### src/rtl/seg_pkg.sv
// Shared definitions for the multi-digit seven-segment driver.
// Holds the active-low 0-F segment table (bit 7 = DP, always off in the table),
// the blank and dash patterns, and the controller state type.
package seg_pkg;

    localparam logic [7:0] SEG_BLANK = 8'hFF;
    localparam logic [7:0] SEG_DASH  = 8'hBF;

    // Entry n is the pattern for nibble n; entry 15 is listed first.
    localparam logic [15:0][7:0] SEG_LUT = {
        8'h8E, 8'h86, 8'hA1, 8'hC6, 8'h83, 8'h88, 8'h90, 8'h80,
        8'hF8, 8'h82, 8'h92, 8'h99, 8'hB0, 8'hA4, 8'hF9, 8'hC0
    };

    typedef enum logic [1:0] {
        IDLE,
        CONVERT,
        UPDATE
    } seg_state_t;

endpackage

### src/rtl/seg_multi_display_if.sv
// Request/status bundle between game logic and the seven-segment driver.
//   load_i      one-cycle capture request
//   value_i     binary value to show
//   dec_mode_i  1 = decimal, 0 = hex
//   lzb_en_i    leading-zero blanking enable
//   dp_i        per-digit decimal point enable
//   blink_en_i  whole-display blink enable (live)
//   busy_o      load in progress
//   done_o      one-cycle pulse when seg_o takes the new value
//   overflow_o  last value did not fit the display
//   seg_o       active-low segments, digit k at [8k+7:8k], bit 7 = DP
interface seg_multi_display_if #(
    parameter int unsigned NUM_DIGITS = 6,
    parameter int unsigned VALUE_W    = 20
);

    logic                      load_i;
    logic [VALUE_W-1:0]        value_i;
    logic                      dec_mode_i;
    logic                      lzb_en_i;
    logic [NUM_DIGITS-1:0]     dp_i;
    logic                      blink_en_i;
    logic                      busy_o;
    logic                      done_o;
    logic                      overflow_o;
    logic [NUM_DIGITS*8-1:0]   seg_o;

    modport master (
        output load_i, value_i, dec_mode_i, lzb_en_i, dp_i, blink_en_i,
        input  busy_o, done_o, overflow_o, seg_o
    );

    modport slave (
        input  load_i, value_i, dec_mode_i, lzb_en_i, dp_i, blink_en_i,
        output busy_o, done_o, overflow_o, seg_o
    );

endinterface

### src/rtl/seg_nibble_decode.sv
// Combinational nibble to active-low seven-segment pattern lookup (DP off).
//   nibble   4-bit digit value 0-F
//   pattern  segment pattern, bit 7 = DP
module seg_nibble_decode
    import seg_pkg::*;
(
    input  logic [3:0] nibble,
    output logic [7:0] pattern
);

    assign pattern = SEG_LUT[nibble];

endmodule

### src/rtl/seg_multi_display.sv
// Multi-digit seven-segment driver: shows a captured binary value in hex or
// decimal (sequential double-dabble), with leading-zero blanking, per-digit
// decimal points, overflow dashes and whole-display blinking.
//   clk     system clock
//   resetN  synchronous active-low reset
//   bus     request/status bundle (slave side), see seg_multi_display_if
module seg_multi_display
    import seg_pkg::*;
#(
    parameter int unsigned NUM_DIGITS = 6,
    parameter int unsigned VALUE_W    = 20,
    parameter int unsigned BLINK_DIV  = 25_000_000
) (
    input  logic                 clk,
    input  logic                 resetN,
    seg_multi_display_if.slave   bus
);

    localparam int unsigned HEX_W    = 4 * NUM_DIGITS;
    localparam int unsigned EXT_W    = (VALUE_W > HEX_W) ? VALUE_W : HEX_W;
    localparam int unsigned CONV_CW  = $clog2(VALUE_W);
    localparam int unsigned BLINK_CW = $clog2(BLINK_DIV);

    seg_state_t state_q, state_d;

    logic [VALUE_W-1:0]          cap_value_q, cap_value_d;
    logic                        cap_dec_q, cap_dec_d;
    logic                        cap_lzb_q, cap_lzb_d;
    logic [NUM_DIGITS-1:0]       cap_dp_q, cap_dp_d;
    logic [HEX_W-1:0]            bcd_q, bcd_d;
    logic                        bcd_ovf_q, bcd_ovf_d;
    logic [CONV_CW-1:0]          conv_cnt_q, conv_cnt_d;
    logic [HEX_W-1:0]            dig_q, dig_d;
    logic                        dig_ovf_q, dig_ovf_d;
    logic                        pend_q, pend_d;
    logic [NUM_DIGITS-1:0][7:0]  seg_q, seg_d;
    logic                        busy_q, busy_d;
    logic                        done_q, done_d;
    logic                        ovf_q, ovf_d;
    logic [BLINK_CW-1:0]         blink_cnt_q, blink_cnt_d;
    logic                        phase_q, phase_d;

    logic [HEX_W-1:0]            bcd_adj;
    logic [HEX_W-1:0]            bcd_shift;
    logic                        bcd_carry;
    logic [EXT_W-1:0]            val_ext;
    logic [HEX_W-1:0]            hex_dig;
    logic                        hex_ovf;
    logic [NUM_DIGITS-1:0][7:0]  dec_pat;
    logic [NUM_DIGITS-1:0][7:0]  new_seg;
    logic                        seen_nz;

    // One double-dabble step: add 3 to nibbles >= 5, then shift in the next MSB.
    always_comb begin
        bcd_adj = bcd_q;
        for (int k = 0; k < NUM_DIGITS; k++) begin
            if (bcd_q[4*k +: 4] >= 4'd5) begin
                bcd_adj[4*k +: 4] = bcd_q[4*k +: 4] + 4'd3;
            end
        end
    end

    assign bcd_shift = {bcd_adj[HEX_W-2:0], cap_value_q[VALUE_W-1]};
    assign bcd_carry = bcd_adj[HEX_W-1];

    // Zero-extend so the hex window and the bits above it are always in range.
    assign val_ext = EXT_W'(cap_value_q);
    assign hex_dig = val_ext[HEX_W-1:0];
    assign hex_ovf = |(val_ext >> HEX_W);

    for (genvar k = 0; k < NUM_DIGITS; k++) begin : g_dec
        seg_nibble_decode u_dec (
            .nibble  (dig_q[4*k +: 4]),
            .pattern (dec_pat[k])
        );
    end

    // Final per-digit pattern: dash beats blanking, DP applies to everything.
    always_comb begin
        seen_nz = 1'b0;
        new_seg = '1;
        for (int k = NUM_DIGITS - 1; k >= 0; k--) begin
            if (dig_q[4*k +: 4] != 4'd0) begin
                seen_nz = 1'b1;
            end
            if (dig_ovf_q) begin
                new_seg[k] = SEG_DASH;
            end else if (cap_lzb_q && !seen_nz && (k != 0)) begin
                new_seg[k] = SEG_BLANK;
            end else begin
                new_seg[k] = dec_pat[k];
            end
            if (cap_dp_q[k]) begin
                new_seg[k][7] = 1'b0;
            end
        end
    end

    always_comb begin
        state_d     = state_q;
        cap_value_d = cap_value_q;
        cap_dec_d   = cap_dec_q;
        cap_lzb_d   = cap_lzb_q;
        cap_dp_d    = cap_dp_q;
        bcd_d       = bcd_q;
        bcd_ovf_d   = bcd_ovf_q;
        conv_cnt_d  = conv_cnt_q;
        dig_d       = dig_q;
        dig_ovf_d   = dig_ovf_q;
        pend_d      = pend_q;
        seg_d       = seg_q;
        busy_d      = busy_q;
        done_d      = 1'b0;
        ovf_d       = ovf_q;

        // Output stage: digit register from UPDATE reaches seg_o one edge later.
        if (pend_q) begin
            seg_d  = new_seg;
            ovf_d  = dig_ovf_q;
            done_d = 1'b1;
            busy_d = 1'b0;
            pend_d = 1'b0;
        end

        unique case (state_q)
            IDLE: begin
                if (bus.load_i) begin
                    cap_value_d = bus.value_i;
                    cap_dec_d   = bus.dec_mode_i;
                    cap_lzb_d   = bus.lzb_en_i;
                    cap_dp_d    = bus.dp_i;
                    bcd_d       = '0;
                    bcd_ovf_d   = 1'b0;
                    conv_cnt_d  = '0;
                    busy_d      = 1'b1;
                    state_d     = bus.dec_mode_i ? CONVERT : UPDATE;
                end
            end
            CONVERT: begin
                bcd_d       = bcd_shift;
                bcd_ovf_d   = bcd_ovf_q | bcd_carry;
                cap_value_d = {cap_value_q[VALUE_W-2:0], 1'b0};
                conv_cnt_d  = conv_cnt_q + CONV_CW'(1);
                if (conv_cnt_q == CONV_CW'(VALUE_W - 1)) begin
                    state_d = UPDATE;
                end
            end
            UPDATE: begin
                dig_d     = cap_dec_q ? bcd_q : hex_dig;
                dig_ovf_d = cap_dec_q ? bcd_ovf_q : hex_ovf;
                pend_d    = 1'b1;
                state_d   = IDLE;
            end
            default: begin
                state_d = IDLE;
            end
        endcase
    end

    // Blink counter only runs while enabled; disabling restarts it from phase 0.
    always_comb begin
        blink_cnt_d = '0;
        phase_d     = 1'b0;
        if (bus.blink_en_i) begin
            if (blink_cnt_q == BLINK_CW'(BLINK_DIV - 1)) begin
                blink_cnt_d = '0;
                phase_d     = ~phase_q;
            end else begin
                blink_cnt_d = blink_cnt_q + BLINK_CW'(1);
                phase_d     = phase_q;
            end
        end
    end

    always_ff @(posedge clk) begin
        if (!resetN) begin
            state_q     <= IDLE;
            cap_value_q <= '0;
            cap_dec_q   <= 1'b0;
            cap_lzb_q   <= 1'b0;
            cap_dp_q    <= '0;
            bcd_q       <= '0;
            bcd_ovf_q   <= 1'b0;
            conv_cnt_q  <= '0;
            dig_q       <= '0;
            dig_ovf_q   <= 1'b0;
            pend_q      <= 1'b0;
            seg_q       <= '1;
            busy_q      <= 1'b0;
            done_q      <= 1'b0;
            ovf_q       <= 1'b0;
            blink_cnt_q <= '0;
            phase_q     <= 1'b0;
        end else begin
            state_q     <= state_d;
            cap_value_q <= cap_value_d;
            cap_dec_q   <= cap_dec_d;
            cap_lzb_q   <= cap_lzb_d;
            cap_dp_q    <= cap_dp_d;
            bcd_q       <= bcd_d;
            bcd_ovf_q   <= bcd_ovf_d;
            conv_cnt_q  <= conv_cnt_d;
            dig_q       <= dig_d;
            dig_ovf_q   <= dig_ovf_d;
            pend_q      <= pend_d;
            seg_q       <= seg_d;
            busy_q      <= busy_d;
            done_q      <= done_d;
            ovf_q       <= ovf_d;
            blink_cnt_q <= blink_cnt_d;
            phase_q     <= phase_d;
        end
    end

    assign bus.seg_o      = (bus.blink_en_i && phase_q) ? '1 : seg_q;
    assign bus.busy_o     = busy_q;
    assign bus.done_o     = done_q;
    assign bus.overflow_o = ovf_q;

endmodule

### src/flat_wrapper.sv
// flat-port wrapper written by rule: the top's interface ports become plain ports
module seg_multi_display_flat import seg_pkg::*;
#(
    parameter int unsigned NUM_DIGITS = 6,
    parameter int unsigned VALUE_W    = 20,
    parameter int unsigned BLINK_DIV  = 25_000_000
)
  (clk, resetN, bus_load_i, bus_value_i, bus_dec_mode_i, bus_lzb_en_i, bus_dp_i, bus_blink_en_i, bus_busy_o, bus_done_o, bus_overflow_o, bus_seg_o);
  seg_multi_display_if #(.NUM_DIGITS(NUM_DIGITS), .VALUE_W(VALUE_W)) bus_i ();
  input  logic clk;
  input  logic resetN;
  input wire logic [$bits(bus_i.load_i)-1:0] bus_load_i;
  input wire logic [$bits(bus_i.value_i)-1:0] bus_value_i;
  input wire logic [$bits(bus_i.dec_mode_i)-1:0] bus_dec_mode_i;
  input wire logic [$bits(bus_i.lzb_en_i)-1:0] bus_lzb_en_i;
  input wire logic [$bits(bus_i.dp_i)-1:0] bus_dp_i;
  input wire logic [$bits(bus_i.blink_en_i)-1:0] bus_blink_en_i;
  output wire logic [$bits(bus_i.busy_o)-1:0] bus_busy_o;
  output wire logic [$bits(bus_i.done_o)-1:0] bus_done_o;
  output wire logic [$bits(bus_i.overflow_o)-1:0] bus_overflow_o;
  output wire logic [$bits(bus_i.seg_o)-1:0] bus_seg_o;
  assign bus_i.load_i = bus_load_i;
  assign bus_i.value_i = bus_value_i;
  assign bus_i.dec_mode_i = bus_dec_mode_i;
  assign bus_i.lzb_en_i = bus_lzb_en_i;
  assign bus_i.dp_i = bus_dp_i;
  assign bus_i.blink_en_i = bus_blink_en_i;
  assign bus_busy_o = bus_i.busy_o;
  assign bus_done_o = bus_i.done_o;
  assign bus_overflow_o = bus_i.overflow_o;
  assign bus_seg_o = bus_i.seg_o;
  seg_multi_display #(.NUM_DIGITS(NUM_DIGITS), .VALUE_W(VALUE_W), .BLINK_DIV(BLINK_DIV)) u_core (.clk(clk), .resetN(resetN), .bus(bus_i));
endmodule
### config.mk
export PLATFORM = sky130hd
export DESIGN_NAME = seg_multi_display_flat
export DESIGN_NICKNAME = d
export VERILOG_FILES = /design/src/rtl/seg_pkg.sv /design/src/rtl/seg_multi_display_if.sv /design/src/rtl/seg_nibble_decode.sv /design/src/rtl/seg_multi_display.sv /design/src/flat_wrapper.sv
export SDC_FILE = /design/constraint.sdc
export NUM_CORES = 1
export LEC_CHECK = 0
export BUFFER_PORTS_ARGS = -buffer_cell sky130_fd_sc_hd__buf_2
export CORE_UTILIZATION = 50
export DETAILED_ROUTE_END_ITERATION = 12
export HOLD_SLACK_MARGIN = 0.08
export PLACE_DENSITY = 0.69
export SLEW_MARGIN = 10
export SYNTH_ARGS = -nofsm -noshare
export SYNTH_HDL_FRONTEND = slang
export SYNTH_HIERARCHICAL = 1
export SYNTH_SLANG_ARGS = --single-unit
### constraint.sdc
create_clock -name clk -period 2.47 [get_ports clk]
set_clock_uncertainty 0.05 [all_clocks]
set_input_delay 0.247 -clock clk [delete_from_list [all_inputs] [get_ports clk]]
set_output_delay 0.247 -clock clk [all_outputs]
set_load 0.05 [all_outputs]
---- After elaboration in Yosys (flattened, before gate mapping) ----
Memories as Yosys holds them, arrays and structs flattened. A register that Yosys moved wholly into a read port is not among the register bits.
Index checks and enable logic that the tools add are counted.
cells by class
  add/sub/neg operators ................... 8
  magnitude comparators ................... 12
  equality and inequality tests ........... 6
  muxes and demuxes ....................... 66
  bitwise operators ....................... 4
  reductions and logical operators ........ 23
operators by type and width
  operator                                                           count
  two-way mux 8 bit                                                  17
  two-way mux 4 bit                                                  18
  two-way mux 24 bit                                                 2
  two-way mux 48 bit                                                 1
  one-hot mux 24 bit (2 select lines)                                1
  one-hot mux 20 bit (2 select lines)                                1
  less-than comparator 4 x 5 -> 1 bit, second input constant         6
  adder 25 x 1 -> 25 bit, second input constant                      1
  equality test 25 bit, second input constant                        1
  adder 4 x 2 -> 4 bit, second input constant                        6
  greater-or-equal comparator 4 x 3 -> 1 bit, second input constant  6
  two-way mux 20 bit                                                 1
  nonzero test 4 bit                                                 5
  two-way mux 1 bit                                                  18
  one-hot mux 5 bit (2 select lines)                                 1
  AND reduction 2 bit                                                4
  logical AND 1 bit                                                  6
  two-way mux 2 bit                                                  3
  adder 5 x 1 -> 5 bit, second input constant                        1
  equality test 5 bit, second input constant                         1
  zero test 1 bit                                                    5
  two-way mux 5 bit                                                  1
  one-hot mux 2 bit (2 select lines)                                 1
  inverter 1 bit                                                     3
  other kinds (9)                                                    9
word-level totals
  register bits ........................... 163
  memory bits (read-only) ................. 768
  input bits .............................. 32
  memories ................................ 6
memory list
  memory           words  width  read ports  clocked after memory_dff  write ports  RTL line                 text
  (no name shown)  16     8      1           1                         0            seg_nibble_decode.sv:11  assign pattern = SEG_LUT[nibble];
  (no name shown)  16     8      1           1                         0            seg_nibble_decode.sv:11
  (no name shown)  16     8      1           1                         0            seg_nibble_decode.sv:11
  (no name shown)  16     8      1           1                         0            seg_nibble_decode.sv:11
  (no name shown)  16     8      1           1                         0            seg_nibble_decode.sv:11
  (no name shown)  16     8      1           1                         0            seg_nibble_decode.sv:11

---- Longest topological paths before layout ----
  depth after elaboration ................. 11
  depth in mapped cells ................... 7
  mapped depth without buffers ............ 7

---- By module ----
Netlist, hierarchy kept.
modules (own cells, without submodules)
  module             times used  cells each  area an instance (um^2)  seq. area each (um^2)
  seg_multi_display  1           832         7,128.1                  3,263.1
  seg_nibble_decode  6           34          286.5                    0.0

---- Least setup slack after synthesis ----
OpenSTA, ideal clock, no wires.
  path kind ............................... flip-flop to flip-flop
  from .................................... register u_core.blink_cnt_q[0]
  to ...................................... register u_core.blink_cnt_q[24]
  arrival time ............................ 1,670 ps
  data required time ...................... 2,302 ps
  setup slack ............................. 632 ps
  cell stages (with the launch flop) ...... 8
  path through ............................ dfxtp_1 ha_1 inv_1 or4_4 buf_6 nor4_4 xnor2_1 nor2_2
on the way
  word-level cells in the longest chain between the ends .. 2
RTL lines
  item                                                                            RTL line                  text
  from (decl)                                                                     seg_multi_display.sv:40   logic [BLINK_CW-1:0] blink_cnt_q, blink_cnt_d;
  from (signal assigned)                                                          seg_multi_display.sv:210  blink_cnt_q <= blink_cnt_d;
  parallel branches: the longest is 2 deep, another holds adder 25 x 1 -> 25 bit  -
Several ways; the timed one is not identified.
A chain may end at the register's enable or synchronous reset.

---- Final worst setup path ----
  from .................................... register u_core.dig_q[20]
  to ...................................... register u_core/seg_q[10] (netlist name)
on the way
  word-level cells in the longest chain between the ends .. 10
RTL lines
  item                            RTL line                  text
  from (decl)                     seg_multi_display.sv:33   logic [HEX_W-1:0] dig_q, dig_d;
  from (signal assigned)          seg_multi_display.sv:203  dig_q <= dig_d;
  nonzero test 4 bit              seg_multi_display.sv:83   if (dig_q[4*k +: 4] != 4'd0) begin
  two-way mux 1 bit (5 in a row)  seg_multi_display.sv:83
  zero test 1 bit                 seg_multi_display.sv:88   end else if (cap_lzb_q && !seen_nz && (k != 0)) begin
  logical AND 1 bit               seg_multi_display.sv:88
  two-way mux 8 bit               seg_multi_display.sv:88
  two-way mux 8 bit               seg_multi_display.sv:86   if (dig_ovf_q) begin
  to (signal assigned)            seg_multi_display.sv:206  seg_q <= seg_d;
  to (decl)                       seg_multi_display.sv:36   logic [NUM_DIGITS-1:0][7:0] seg_q, seg_d;
No other way between the ends.

==> impl_metrics.json <==
{
  "drt_iter0_drc": 429,
  "fmax_mhz": 461,
  "yosys.area.top_type_share": 0.369,
  "antennaDiodeCount": 0,
  "synth_commonest_cells": "dfxtp_1 (163), nor2_1 (127), nand2_1 (95)",
  "grtUsageMet3": 0.0390,
  "grt_use_met2": 0.358,
  "cts_setup_buffers": 0,
  "period_share": 0.879,
  "ios": 83,
  "gr-total-overflow": 0,
  "yosysSeqAreaShare": 0.369,
  "chipWidth_um": 135,
  "ys.flop_type": "dfxtp_1",
  "groute.usage.overall": 0.218,
  "p_leak_nw": 3.80,
  "peakVddDrop_mv": 0.487,
  "dr.pass1.iters": 5,
  "fillerInstances": 1554,
  "row_count": 48,
  "cp.required_ns": 2.79,
  "coreArea_sq_mm": 0.0173,
  "area_growth_pct": 15.3,
  "power_density_mw_per_mm2": 659,
  "seq_area_sq_mm": 0.00326,
  "yosysMostFrequentCell": "dfxtp_1",
  "post_route_cells_drive_above_1_share": 0.149,
  "grt_pass1_vias": 6607,
  "clock_sinks": 163,
  "dpl.hpwl_mm": 13.3,
  "slew_headroom": 0.423,
  "path_class": "reg -> reg",
  "critical_path_arrival_ns": 2.49,
  "tns_ns": 0,
  "hold_class": "in -> reg",
  "wire_per_inst_um": 14.3,
  "grt-busiest-layer": "met2",
  "tightest_slew_ns": 0.862,
  "crit_fanout": 9,
  "crit_buf_inv": 0,
  "grt_setup_unrepaired": "false",
  "synth_cell_types": 56,
  "setup_viol": 0,
  "synth_edf_count": 0,
  "startpoint_type": "flop",
  "ys_ff_latch": 163,
  "multi_input_area_sq_mm": 0.00507,
  "status": "finished, final reports clean",
  "antenna_found_initial": 0,
  "slowest_delay_ns": 0.54,
  "p_total_mw": 6.73,
  "cts.htree.levels": 4,
  "netlist_instances": 1036,
  "max-clock-path-buffers": 2,
  "cts-root-buf": "clkbuf_16",
  "synth.area.top_cells": "dfxtp_1 (37%), ha_1 (7.9%), nor2_1 (5.4%), mux2i_1 (5.3%), nand2_1 (4.0%)",
  "cp_slowest_cell": "nor4_1",
  "vias": 7276,
  "yosys.area.top_type": "dfxtp_1",
  "globalRouteMet1Util": 0.291,
  "cts.repair.resized": 0,
  "synth_warnings": 6,
  "avgSynthCellArea_sq_um": 8.54,
  "maxCapViolCount": 0,
  "grt_max_degree": 63,
  "async_flop_share": 0,
  "finalHoldViolations": 0,
  "critPathCaptureType": "flop",
  "clkSlewWorstSetupHoldPaths_ns": 0.07,
  "finalCriticalPeriod_ns": 2.17,
  "drcViolationCount": 0,
  "clock_latency_ns": 0.42,
  "routed_wl_mm": 19.3,
  "nets": 1195,
  "finalMaxSlewViolations": 0,
  "synthesis.nets": 1124,
  "path_cells": "nor4_1 > nand4_1 > or3_1 > nand3_1 > o22a_1",
  "die_y_um": 135,
  "crit_family": "simple AND/OR/NAND/NOR gates",
  "grt_pass1_wl_mm": 31.9,
  "initial_core_util": 0.512,
  "gp_congestion": 0.821,
  "portBuffers": 82,
  "ant_nets": 0,
  "dieArea_sq_mm": 0.0182,
  "cts_hold_buf": 23,
  "cts_tree": "yes",
  "post_drt_via_cell_ratio": 5.41,
  "cts_buffers": 17,
  "syn_area_sq_mm": 0.00885
}
## placed cells by master (no fill, tap or decap), drive strengths merged, types with 3 or more instances in the layout
| cell type | instances |
|---|---|
| or3b | 6 |
| mux2i | 47 |
| nand4 | 11 |
| a21oi | 60 |
| or2 | 3 |
| o22a | 12 |
| o311ai | 4 |
| mux2 | 11 |
| o221ai | 16 |
| a22o | 12 |
| dfxtp | 163 |
| nand3b | 3 |
| buf | 103 |
| inv | 40 |
| nor2 | 128 |
| a32o | 6 |
| xnor2 | 16 |
| clkinv | 4 |
| conb | 6 |
| o22ai | 24 |
| dlygate4sd3 | 23 |
| o21ai | 36 |
| nor3 | 11 |
| nor4 | 10 |
| a22oi | 4 |
| or3 | 7 |
| nand2 | 95 |
| bufinv | 4 |
| nand3 | 45 |
| or4 | 5 |
| ha | 56 |
| and3 | 3 |
| nand2b | 56 |
| and2b | 6 |
| clkbuf | 19 |
| xor2 | 19 |
| a211oi | 20 |
| mux4 | 6 |
| and2 | 8 |
## kinds of logic (layout without fill, tap and decap cells)
group                      after synthesis  in the layout  share of synthesized area
AOI/OAI and AO/OA                      198            198                      0.146
and+or+nand+nor                        403            403                      0.225
buffers and inverters                  111            195                     0.0585
DFF                                    163            163                      0.369
other                                    6              6                    0.00255
muxes                                   64             64                     0.0850
adders and majority gates               56             56                     0.0792
xor gates and xnor gates                35             35                     0.0346
## through the flow
step	setup slack (ns)	std cells	util	area, sq um	hold WS, ns
2_1_floorplan	0.632	1036	-	8850	0.333
3_3_place_gp	0.333	1290	0.539	9320	0.393
3_5_place_dp	0.274	1290	0.539	9320	0.399
4_1_cts	0.248	1345	0.590	10200	0.0823
5_1_grt	0.0559	1345	0.590	10200	0.109
6_report	0.299	1345	0.590	10200	0.0956
## power by group
group | total (mW) | switching (mW) | internal, mW
Combinational | 0.977 | 0.601 | 0.376
Clock | 2.86 | 1.09 | 1.77
Sequential | 2.89 | 0.139 | 2.75
Total | 6.73 | 1.83 | 4.89
## registers in the layout, indices dropped and copies added, names as in the netlist, 2 cells and up
name / cells
u_core/seg_q: 48
u_core/blink_cnt_q: 25
u_core/bcd_q: 24
u_core/dig_q: 24
u_core/cap_value_q: 20
u_core/cap_dp_q: 6
u_core/conv_cnt_q: 5
u_core/state_q: 2
## layout make-up
cell class | instances | area share
Clock buffer | 19 | 0.0444
Clock inverter | 13 | 0.0194
Sequential cell | 163 | 0.320
Inverter | 37 | 0.0136
Timing Repair Buffer | 126 | 0.0782
Tap cell | 225 | 0.0276
Multi-Input combinational cell | 762 | 0.497
## layer usage
layer,vias to the layer above,share of wire
li1,3736,-
met1,3408,0.50
met2,117,0.46
met3,15,0.030
met4,0,0.011
met5,-,0
## final timing paths
path,from,end,slack (ns),cells past startpoint
worst min-delay path,bus_value_i[19],u_core/cap_value_q[19]$_SDFFE_PN0P_,0.1,3
worst max register to register,u_core/dig_q[20]$_SDFFE_PN0P_,u_core/seg_q[10]$_SDFFE_PN1P_,0.30,5
worst max-delay path,u_core/dig_q[20]$_SDFFE_PN0P_,u_core/seg_q[10]$_SDFFE_PN1P_,0.30,5
worst min register to register,u_core/cap_dp_q[4]$_SDFFE_PN0P_,u_core/cap_dp_q[4]$_SDFFE_PN0P_,0.40,2
## tightest hold or removal path, stage by stage
cell,delay (ns)
buf_2,0.09
o221ai_1,0.09
nor2_1,0.10
(Power assumes the default switching activity.)
